File: config.mk
export PLATFORM = sky130hd
export DESIGN_NAME = mask_matcher_pipe_flat
export DESIGN_NICKNAME = d
export VERILOG_FILES = /design/src/rtl/mask_matcher_pipe_pkg.sv /design/src/rtl/mask_matcher_pipe_if.sv /design/src/rtl/mask_matcher_pipe_prefix_count.sv /design/src/rtl/mask_matcher_pipe.sv /design/src/flat_wrapper.sv
export SDC_FILE = /design/constraint.sdc
export NUM_CORES = 1
export LEC_CHECK = 0
export CAP_MARGIN = 25
export CORE_AREA = 2 2 167 209
export CTS_CLUSTER_DIAMETER = 120
export CTS_CLUSTER_SIZE = 24
export DETAILED_ROUTE_END_ITERATION = 16
export DIE_AREA = 0 0 169 211
export PLACE_DENSITY = 0.82
export SLEW_MARGIN = 15
export SYNTH_ARGS = -nofsm -noshare
export SYNTH_HDL_FRONTEND = slang
export SYNTH_HIERARCHICAL = 1
export SYNTH_SLANG_ARGS = --single-unit
File: constraint.sdc
create_clock -name clock -period 16.94 [get_ports clock]
set_input_delay 2.541 -clock clock [delete_from_list [all_inputs] [get_ports clock]]
set_output_delay 2.541 -clock clock [all_outputs]
set_load 0.005 [all_outputs]
File: src/rtl/mask_matcher_pipe_pkg.sv
// Shared helpers for the pipelined mask matcher: count/accumulator widths and
// a population count usable on any mask up to the widest supported width.
package mask_match_pkg;

    localparam int MAX_MASK_WIDTH = 64;

    function automatic int calc_cw(input int width);
        return $clog2(width + 1);
    endfunction

    // One bit wider than both operands so an accumulate never wraps before
    // the saturation compare sees it.
    function automatic int calc_sum_width(input int acc_width, input int cw);
        return ((acc_width > cw) ? acc_width : cw) + 1;
    endfunction

    function automatic int unsigned popcount(input logic [MAX_MASK_WIDTH-1:0] v);
        int unsigned n;
        n = 0;
        for (int i = 0; i < MAX_MASK_WIDTH; i++) begin
            n = n + 32'(v[i]);
        end
        return n;
    endfunction

endpackage

File: src/rtl/mask_matcher_pipe_if.sv
// Valid/ready stream bundle carrying mask pairs in and match results out.
interface mask_matcher_pipe_if #(
    parameter int MASK_WIDTH = 16,
    parameter int ACC_WIDTH  = 16
) ();
    localparam int CW = mask_match_pkg::calc_cw(MASK_WIDTH);

    logic                  in_valid;
    logic                  in_ready;
    logic [MASK_WIDTH-1:0] in_bitmask_w;
    logic [MASK_WIDTH-1:0] in_bitmask_a;
    logic                  in_last;
    logic                  out_valid;
    logic                  out_ready;
    logic [MASK_WIDTH-1:0] out_packed_w;
    logic [MASK_WIDTH-1:0] out_packed_a;
    logic [CW-1:0]         out_num_w;
    logic [CW-1:0]         out_num_a;
    logic [CW-1:0]         out_num_match;
    logic                  out_last;
    logic [ACC_WIDTH-1:0]  out_group_total;

    modport slave (
        input  in_valid, in_bitmask_w, in_bitmask_a, in_last, out_ready,
        output in_ready, out_valid, out_packed_w, out_packed_a,
               out_num_w, out_num_a, out_num_match, out_last, out_group_total
    );

    modport master (
        output in_valid, in_bitmask_w, in_bitmask_a, in_last, out_ready,
        input  in_ready, out_valid, out_packed_w, out_packed_a,
               out_num_w, out_num_a, out_num_match, out_last, out_group_total
    );

endinterface

File: src/rtl/mask_matcher_pipe_prefix_count.sv
// Combinational LSB-first exclusive prefix popcount: prefix[i] counts the set
// bits of mask strictly below position i; total is the full popcount.
module mask_prefix_count
    import mask_match_pkg::*;
#(
    parameter int WIDTH = 16,
    localparam int CW = calc_cw(WIDTH)
) (
    input  logic [WIDTH-1:0]         mask,
    output logic [WIDTH-1:0][CW-1:0] prefix,
    output logic [CW-1:0]            total
);

    for (genvar gi = 0; gi < WIDTH; gi++) begin : g_prefix
        localparam logic [WIDTH-1:0] BELOW = (WIDTH'(1) << gi) - WIDTH'(1);
        assign prefix[gi] = CW'(popcount(MAX_MASK_WIDTH'(mask & BELOW)));
    end

    assign total = CW'(popcount(MAX_MASK_WIDTH'(mask)));

endmodule

File: src/rtl/mask_matcher_pipe.sv
// Two-stage valid/ready mask matcher: S1 computes match and prefix counts,
// S2 scatter-compresses into packed match masks and keeps a group total.
module mask_matcher_pipe
    import mask_match_pkg::*;
#(
    parameter int MASK_WIDTH = 16,
    parameter int ACC_WIDTH  = 16
) (
    input logic                clock,
    input logic                reset,
    mask_matcher_pipe_if.slave bus
);

    localparam int CW = calc_cw(MASK_WIDTH);
    localparam int SW = calc_sum_width(ACC_WIDTH, CW);
    localparam logic [ACC_WIDTH-1:0] ACC_MAX = '1;

    logic s1_en;
    logic s2_en;

    logic [MASK_WIDTH-1:0]         match_next;
    logic [MASK_WIDTH-1:0][CW-1:0] pref_w_next;
    logic [MASK_WIDTH-1:0][CW-1:0] pref_a_next;
    logic [CW-1:0]                 num_w_next;
    logic [CW-1:0]                 num_a_next;
    logic [CW-1:0]                 num_match_next;

    logic                          s1_valid_reg;
    logic                          s1_last_reg;
    logic [MASK_WIDTH-1:0]         s1_match_reg;
    logic [MASK_WIDTH-1:0][CW-1:0] s1_pref_w_reg;
    logic [MASK_WIDTH-1:0][CW-1:0] s1_pref_a_reg;
    logic [CW-1:0]                 s1_num_w_reg;
    logic [CW-1:0]                 s1_num_a_reg;
    logic [CW-1:0]                 s1_num_match_reg;

    logic [MASK_WIDTH-1:0] packed_w_next;
    logic [MASK_WIDTH-1:0] packed_a_next;
    logic [SW-1:0]         sum_next;
    logic [ACC_WIDTH-1:0]  total_next;

    logic                  out_valid_reg;
    logic                  out_last_reg;
    logic [MASK_WIDTH-1:0] packed_w_reg;
    logic [MASK_WIDTH-1:0] packed_a_reg;
    logic [CW-1:0]         num_w_reg;
    logic [CW-1:0]         num_a_reg;
    logic [CW-1:0]         num_match_reg;
    logic [ACC_WIDTH-1:0]  total_reg;
    logic [ACC_WIDTH-1:0]  acc_reg;

    // Each stage advances when its successor has room or is draining.
    assign s2_en = !out_valid_reg || bus.out_ready;
    assign s1_en = !s1_valid_reg || s2_en;

    assign match_next     = bus.in_bitmask_w & bus.in_bitmask_a;
    assign num_match_next = CW'(popcount(MAX_MASK_WIDTH'(match_next)));

    mask_prefix_count #(.WIDTH(MASK_WIDTH)) u_prefix_w (
        .mask   (bus.in_bitmask_w),
        .prefix (pref_w_next),
        .total  (num_w_next)
    );

    mask_prefix_count #(.WIDTH(MASK_WIDTH)) u_prefix_a (
        .mask   (bus.in_bitmask_a),
        .prefix (pref_a_next),
        .total  (num_a_next)
    );

    always_ff @(posedge clock) begin
        if (reset) begin
            s1_valid_reg     <= 1'b0;
            s1_last_reg      <= 1'b0;
            s1_match_reg     <= '0;
            s1_pref_w_reg    <= '0;
            s1_pref_a_reg    <= '0;
            s1_num_w_reg     <= '0;
            s1_num_a_reg     <= '0;
            s1_num_match_reg <= '0;
        end else if (s1_en) begin
            s1_valid_reg <= bus.in_valid;
            if (bus.in_valid) begin
                s1_last_reg      <= bus.in_last;
                s1_match_reg     <= match_next;
                s1_pref_w_reg    <= pref_w_next;
                s1_pref_a_reg    <= pref_a_next;
                s1_num_w_reg     <= num_w_next;
                s1_num_a_reg     <= num_a_next;
                s1_num_match_reg <= num_match_next;
            end
        end
    end

    // Output bit k collects every matched position whose rank among the
    // operand's set bits is k; ranks are unique, so at most one hit per bit.
    for (genvar gi = 0; gi < MASK_WIDTH; gi++) begin : g_scatter
        logic [MASK_WIDTH-1:0] hit_w;
        logic [MASK_WIDTH-1:0] hit_a;
        always_comb begin
            hit_w = '0;
            hit_a = '0;
            for (int i = 0; i < MASK_WIDTH; i++) begin
                hit_w[i] = s1_match_reg[i] && (s1_pref_w_reg[i] == CW'(gi));
                hit_a[i] = s1_match_reg[i] && (s1_pref_a_reg[i] == CW'(gi));
            end
        end
        assign packed_w_next[gi] = |hit_w;
        assign packed_a_next[gi] = |hit_a;
    end

    assign sum_next   = SW'(acc_reg) + SW'(s1_num_match_reg);
    assign total_next = (sum_next > SW'(ACC_MAX)) ? ACC_MAX : ACC_WIDTH'(sum_next);

    always_ff @(posedge clock) begin
        if (reset) begin
            out_valid_reg <= 1'b0;
            out_last_reg  <= 1'b0;
            packed_w_reg  <= '0;
            packed_a_reg  <= '0;
            num_w_reg     <= '0;
            num_a_reg     <= '0;
            num_match_reg <= '0;
            total_reg     <= '0;
            acc_reg       <= '0;
        end else if (s2_en) begin
            out_valid_reg <= s1_valid_reg;
            if (s1_valid_reg) begin
                out_last_reg  <= s1_last_reg;
                packed_w_reg  <= packed_w_next;
                packed_a_reg  <= packed_a_next;
                num_w_reg     <= s1_num_w_reg;
                num_a_reg     <= s1_num_a_reg;
                num_match_reg <= s1_num_match_reg;
                total_reg     <= total_next;
                // A closing beat still reports its inclusive total above.
                acc_reg       <= s1_last_reg ? '0 : total_next;
            end
        end
    end

    assign bus.in_ready        = s1_en;
    assign bus.out_valid       = out_valid_reg;
    assign bus.out_packed_w    = packed_w_reg;
    assign bus.out_packed_a    = packed_a_reg;
    assign bus.out_num_w       = num_w_reg;
    assign bus.out_num_a       = num_a_reg;
    assign bus.out_num_match   = num_match_reg;
    assign bus.out_last        = out_last_reg;
    assign bus.out_group_total = total_reg;

endmodule

File: src/flat_wrapper.sv
// flat-port wrapper written by rule: the top's interface ports become plain ports
module mask_matcher_pipe_flat import mask_match_pkg::*;
#(
    parameter int MASK_WIDTH = 16,
    parameter int ACC_WIDTH  = 16
)
  (clock, reset, bus_in_valid, bus_in_bitmask_w, bus_in_bitmask_a, bus_in_last, bus_out_ready, bus_in_ready, bus_out_valid, bus_out_packed_w, bus_out_packed_a, bus_out_num_w, bus_out_num_a, bus_out_num_match, bus_out_last, bus_out_group_total);
  mask_matcher_pipe_if #(.MASK_WIDTH(MASK_WIDTH), .ACC_WIDTH(ACC_WIDTH)) bus_i ();
  input logic clock;
  input logic reset;
  input wire logic [$bits(bus_i.in_valid)-1:0] bus_in_valid;
  input wire logic [$bits(bus_i.in_bitmask_w)-1:0] bus_in_bitmask_w;
  input wire logic [$bits(bus_i.in_bitmask_a)-1:0] bus_in_bitmask_a;
  input wire logic [$bits(bus_i.in_last)-1:0] bus_in_last;
  input wire logic [$bits(bus_i.out_ready)-1:0] bus_out_ready;
  output wire logic [$bits(bus_i.in_ready)-1:0] bus_in_ready;
  output wire logic [$bits(bus_i.out_valid)-1:0] bus_out_valid;
  output wire logic [$bits(bus_i.out_packed_w)-1:0] bus_out_packed_w;
  output wire logic [$bits(bus_i.out_packed_a)-1:0] bus_out_packed_a;
  output wire logic [$bits(bus_i.out_num_w)-1:0] bus_out_num_w;
  output wire logic [$bits(bus_i.out_num_a)-1:0] bus_out_num_a;
  output wire logic [$bits(bus_i.out_num_match)-1:0] bus_out_num_match;
  output wire logic [$bits(bus_i.out_last)-1:0] bus_out_last;
  output wire logic [$bits(bus_i.out_group_total)-1:0] bus_out_group_total;
  assign bus_i.in_valid = bus_in_valid;
  assign bus_i.in_bitmask_w = bus_in_bitmask_w;
  assign bus_i.in_bitmask_a = bus_in_bitmask_a;
  assign bus_i.in_last = bus_in_last;
  assign bus_i.out_ready = bus_out_ready;
  assign bus_in_ready = bus_i.in_ready;
  assign bus_out_valid = bus_i.out_valid;
  assign bus_out_packed_w = bus_i.out_packed_w;
  assign bus_out_packed_a = bus_i.out_packed_a;
  assign bus_out_num_w = bus_i.out_num_w;
  assign bus_out_num_a = bus_i.out_num_a;
  assign bus_out_num_match = bus_i.out_num_match;
  assign bus_out_last = bus_i.out_last;
  assign bus_out_group_total = bus_i.out_group_total;
  mask_matcher_pipe #(.MASK_WIDTH(MASK_WIDTH), .ACC_WIDTH(ACC_WIDTH)) u_core (.clock(clock), .reset(reset), .bus(bus_i));
endmodule
[Word level (Yosys, flattened, before mapping)]
Index checks and enable logic that the tools add are counted.
Word-level totals
  register bits after elaboration: 256
  bits in latches: 0
  memory bits (writable): 0
  memory bits (read-only): 0
  input port bits: 37
  output and inout port bits: 66
  memories: 0
Cells by class
  add/sub/neg operators: 46
  multipliers: 0
  divide/modulo/power cells: 0
  $lt $le $gt $ge: 1
  eq/ne operators: 420
  shifts and indexed selects: 0
  muxes and demuxes: 2
  bitwise logic cells: 1
  reduce and logical (&&, ||, !) cells: 520
Operators with widths (count)
  $eq 5x4->1 const B: 224
  $eq 5x3->1 const B: 112
  $logic_and 1x1->1: 452
  $reduce_or 14->1: 28
  $eq 5x2->1 const B: 56
  $add 5x1->5: 36
  $logic_not 5->1: 30
  $eq 5x1->1 const B: 28
  $mux 16: 2
  $reduce_or 16->1: 2
  $reduce_or 15->1: 2
  $add 16x5->17: 1
  $gt 17x16->1 const B: 1
  $and 16x16->16: 1
  $add 4x1->5: 2
  $add 3x1->4: 2
  $add 1x1->2: 3
  $add 2x1->3: 2
  $reduce_and 2->1: 2
  $logic_not 1->1: 2
  $logic_or 1x1->1: 2

[Logic depth before layout (Yosys ltp)]
  word-level depth: 16
  gate-level depth with buffers: 23

[Hierarchy]
The synthesis kept the hierarchy.
By module, submodules not included
  mask_matcher_pipe: instances 1, cells each 2008, area an instance 15074.5 um2, seq. area each 5485.3 um2
  mask_prefix_count at u_core.u_prefix_a: instances 1, cells each 233, area an instance 1981.9 um2, seq. area each 0.0 um2
  mask_prefix_count at u_core.u_prefix_w: instances 1, cells each 219, area an instance 1906.8 um2, seq. area each 0.0 um2

[Worst setup path before layout]
No wires, ideal clock.
  path kind: input to register
  start: in bus_in_bitmask_a[0]
  end: reg u_core.s1_num_a_reg[4]
  setup time: 70 ps
  data arrival time: 7973 ps
  data required time: 16870 ps
  slack: 8896 ps
  stages: 23
  buffers on the path: 0
  cell sequence: fa_1 > ha_1 > ha_1 > ha_1 > ha_1 > ha_1 > ha_1 > ha_1 > ha_1 > ha_1 > xnor2_1 > xnor2_1 > xnor2_2 > inv_4 > xnor2_1 > nand3b_1 > o21ai_0 > a32oi_1 > xnor2_2 > mux2i_1 > xor2_1 > nand2_1 > a21oi_1
RTL lines
  from (decl): line flat_wrapper.sv:13  | input wire logic [$bits(bus_i.in_bitmask_a)-1:0] bus_in_bitmask_a;
  to (signal assigned): line mask_matcher_pipe.sv:89  | s1_num_a_reg <= num_a_next;
  to (decl): line mask_matcher_pipe.sv:34  | logic [CW-1:0] s1_num_a_reg;

==> impl_metrics.yaml <==
synthesis:
  synthArstFlopShare_pct: 0
  synth_flop_cell: "dfxtp_1"
  syn-instance-count: 2460
  ys_types: 110
  synth_top_family_by_area: "simple AND/OR/NAND/NOR gates"
  synth_edf_count: 0
  synth-compound-area-share_pct: 18.7
  synth_fa_ha_area_share_pct: 5.86
  synth-simple-area-share_pct: 32.1
  syn_area_per_cell_um2: 7.71
  yosysSeqAreaShare_pct: 28.9
  ys_ff_latch: 274
  syn-cell-area_um2: 19000
  muxShareOfSynthArea_pct: 0.442
  yosys_warnings: 6
  synthXorXnorAreaFrac_pct: 8.32
floorplanning:
  die_y_um: 211
  dieWidth_um: 169
  start_util_pct: 56.4
  core_region_area_um2: 33600
  die_area_um2: 35700
  io_pins: 103
  rows: 75
power:
  p_leak_nw: 7.13
  p_per_area_nw_per_um2: 141
  vdd.ir_drop.worst_mv: 0.253
timing:
  rsz0062_at_grt: "false"
  fin_tns_setup_ps: 0
  finClkSkew_ps: 29.2
  fin_crit_ps: 9090
  final-hold-violation-count: 0
  worst_pin_slew_ps: 1220
  period_share_pct: 53.7
  timing.fmax_mhz: 110
  setup_violations: 0
  slew-limit-headroom_pct: 18.3
  final-max-slew-violation-count: 0
cells_and_area:
  design_area_um2: 20300
  drive_gt1_share_pct: 4.86
  multi_input_area_um2: 12600
  fillers: 2913
  syn2layout_area_growth_pct: 7.23
  seqCellArea_um2: 5490
  final_nets: 2565
outcome:
  outcome: "finished clean"
worst_setup_path:
  required_ps: 17380
  path_cells: "clkdlybuf4s50_1 > fa_1 > ha_1 > ha_1 > ha_1 > ha_1 > ha_1 > ha_1 > ha_1 > ha_1 > ha_1 > xnor2_1 > xnor2_1 > xnor2_2 > inv_4 > and2_1 > nor4b_1 > o21ai_0 > nand3b_1 > o21ai_1 > xnor2_2 > xor2_1 > nand2_1 > a21oi_1"
  crit_slowest_cell: "fa_1"
  worst-path-buf-inv: 2
  worst-setup-path-type: "in2reg"
  crit_path_frequent_cell: "ha_1"
  worstPathArrival_ps: 9530
  cp_max_fo: 9
  startpoint_type: "input pin"
  slowest_delay_ps: 570
  worstSetupEndpointType: "register"
  path_delay_family: "adder cells"
detailed_routing:
  postRouteWirelength_um: 80200
  vias_per_cell: 6.91
  route.antenna.remaining_nets: 0
  routedWlPerCell_um: 27.9
  drt_iter0_markers: 2370
  dr.pass1.iters: 6
  vias: 19835
  drc: 0
grt:
  antenna_found_initial: 4
  gr-usage-all-layers_pct: 44.0
  grt_first_pass_wirelength_um: 117000
  grt_pass1_vias: 18977
  overflow: 0
  grt_max_degree: 110
clock_network:
  cts_max_path_buffers: 3
  cts_max_level: 1
  cts_tree: "done"
  numCtsBuffers: 15
  holdBufCountCts: 0
  cts_num_sinks: 274
  cts-root-buf: "clkbuf_16"
  path_clk_slew_ps: 90
  clk_latency_ps: 520
  post_cts_resized: 0
  post_cts_buffers: 0
job:
  cap_viol_max_count: 0
placed_design:
  hpwl_um: 59800
  portBuffers: 102
  gp_congestion: 1.12
  dpl_cell_area_um2: 19900
hold_path:
  hp-class: "reg2reg"
-- logic make-up (layout without fill, tap and decap cells) --
family,after synthesis,after routing
multiplexers,8,8
AND/OR/NAND/NOR,1166,1166
XOR/XNOR,131,131
buffers and inverters,226,184
AO/OA/AOI/OAI,572,572
other,2,33
flip-flops,274,274
adder cells (fa/ha/maj),81,81
-- cell usage after synthesis, types with 13 or more instances --
| cell type | number | share of area, % |
|---|---|---|
| buf_2 | 13 | 0.34 |
| or4bb_1 | 26 | 1.5 |
| dfxtp_1 | 274 | 29 |
| inv_1 | 47 | 0.93 |
| nand2b_1 | 71 | 2.3 |
| xnor2_1 | 55 | 2.5 |
| fa_1 | 13 | 1.4 |
| nor2b_1 | 19 | 0.63 |
| xor2_1 | 40 | 1.8 |
| or4b_2 | 15 | 0.79 |
| nand3_1 | 58 | 1.5 |
| a31oi_1 | 23 | 0.76 |
| ha_1 | 68 | 4.5 |
| nand4b_1 | 33 | 1.5 |
| nor2_1 | 116 | 2.3 |
| o21ai_0 | 46 | 1.2 |
| nor4_1 | 46 | 1.5 |
| a211oi_1 | 29 | 1.1 |
| clkbuf_1 | 113 | 2.2 |
| and2_1 | 16 | 0.53 |
| nand2_1 | 504 | 10 |
| a21oi_1 | 234 | 6.2 |
| buf_4 | 37 | 1.5 |
| nand4bb_1 | 24 | 1.4 |
| nor3_1 | 141 | 3.7 |
| o22ai_1 | 127 | 4.2 |
-- per-layer routing --
| layer | global-route usage, % | part of all wire (%) | up-vias |
|---|---|---|---|
| li1 | - | - | 8766 |
| met1 | 47.1 | 34 | 9318 |
| met2 | 73.3 | 46 | 1283 |
| met3 | 9.27 | 9.1 | 464 |
| met4 | 39.1 | 11 | 4 |
| met5 | 0 | 0.029 | - |
-- through the flow --
stage	setup slack, ps	instances	hold WS, ps	total power, W	utilization, %
floorplan	8900	2489	432	0.00203	-
global placement	7800	2848	441	0.00236	59.1
detailed placement	7460	2851	447	0.00243	59.2
CTS	7970	2868	461	0.00282	60.4
global route	7560	2870	482	0.00302	60.5
finish	7850	2872	460	0.00287	60.5
-- worst paths after layout --
kind	from	end	slack, ps	cells after the start
setup / recovery	bus_in_bitmask_a[0]	u_core/s1_num_a_reg[4]$_SDFFE_PP0P_	7850	24
hold / removal	u_core/bus.out_num_a[4]$_SDFFE_PP0P_	u_core/bus.out_num_a[4]$_SDFFE_PP0P_	460	2
setup reg to reg	u_core/bus.out_valid$_SDFFE_PP0P_	u_core/bus.out_packed_w[12]$_SDFFE_PP0P_	13630	7
hold reg to reg	u_core/bus.out_num_a[4]$_SDFFE_PP0P_	u_core/bus.out_num_a[4]$_SDFFE_PP0P_	460	2
-- layout by cell type (no fill, tap or decap), drive strengths merged, types with 13 or more instances in the layout --
master         instances
xor2                  49
fa                    13
clkbuf                17
a211oi                32
nand2                505
xnor2                 70
dfxtp                274
clkdlybuf4s50        101
a21oi                234
or4b                  22
o22ai                127
nand3                 59
nor2                 116
nor4                  47
o21ai                 49
and2                  16
inv                   49
nor3                 144
nand4b                33
buf                   14
nor2b                 19
a31oi                 23
nand4bb               24
ha                    68
conb                  31
or4bb                 26
nand2b                71
-- worst register-to-register path, stage by stage, from the launching register on --
cell and delay, ps:
dfxtp_1 320, nor2b_1 180, nor2b_4 110, buf_4 480, buf_4 640, o21ai_0 250
nor3_1 1010, a211oi_1 160
-- power breakdown --
group / internal [W] / switching [W]
clock network: 0.000163 / 0.000225
logic: 0.000627 / 0.000977
registers: 0.000731 / 0.000151
-- area by class of cell --
class,instances,area share [%]
Multi-Input combinational cell,1989,61.8
Antenna cell,2,0.0246
Timing Repair Buffer,118,5.71
Tap cell,423,2.60
Sequential cell,274,27.0
Clock inverter,2,0.105
Clock buffer,15,1.85
Inverter,49,0.917
No activity file was read; power rests on OpenSTA's default activity.
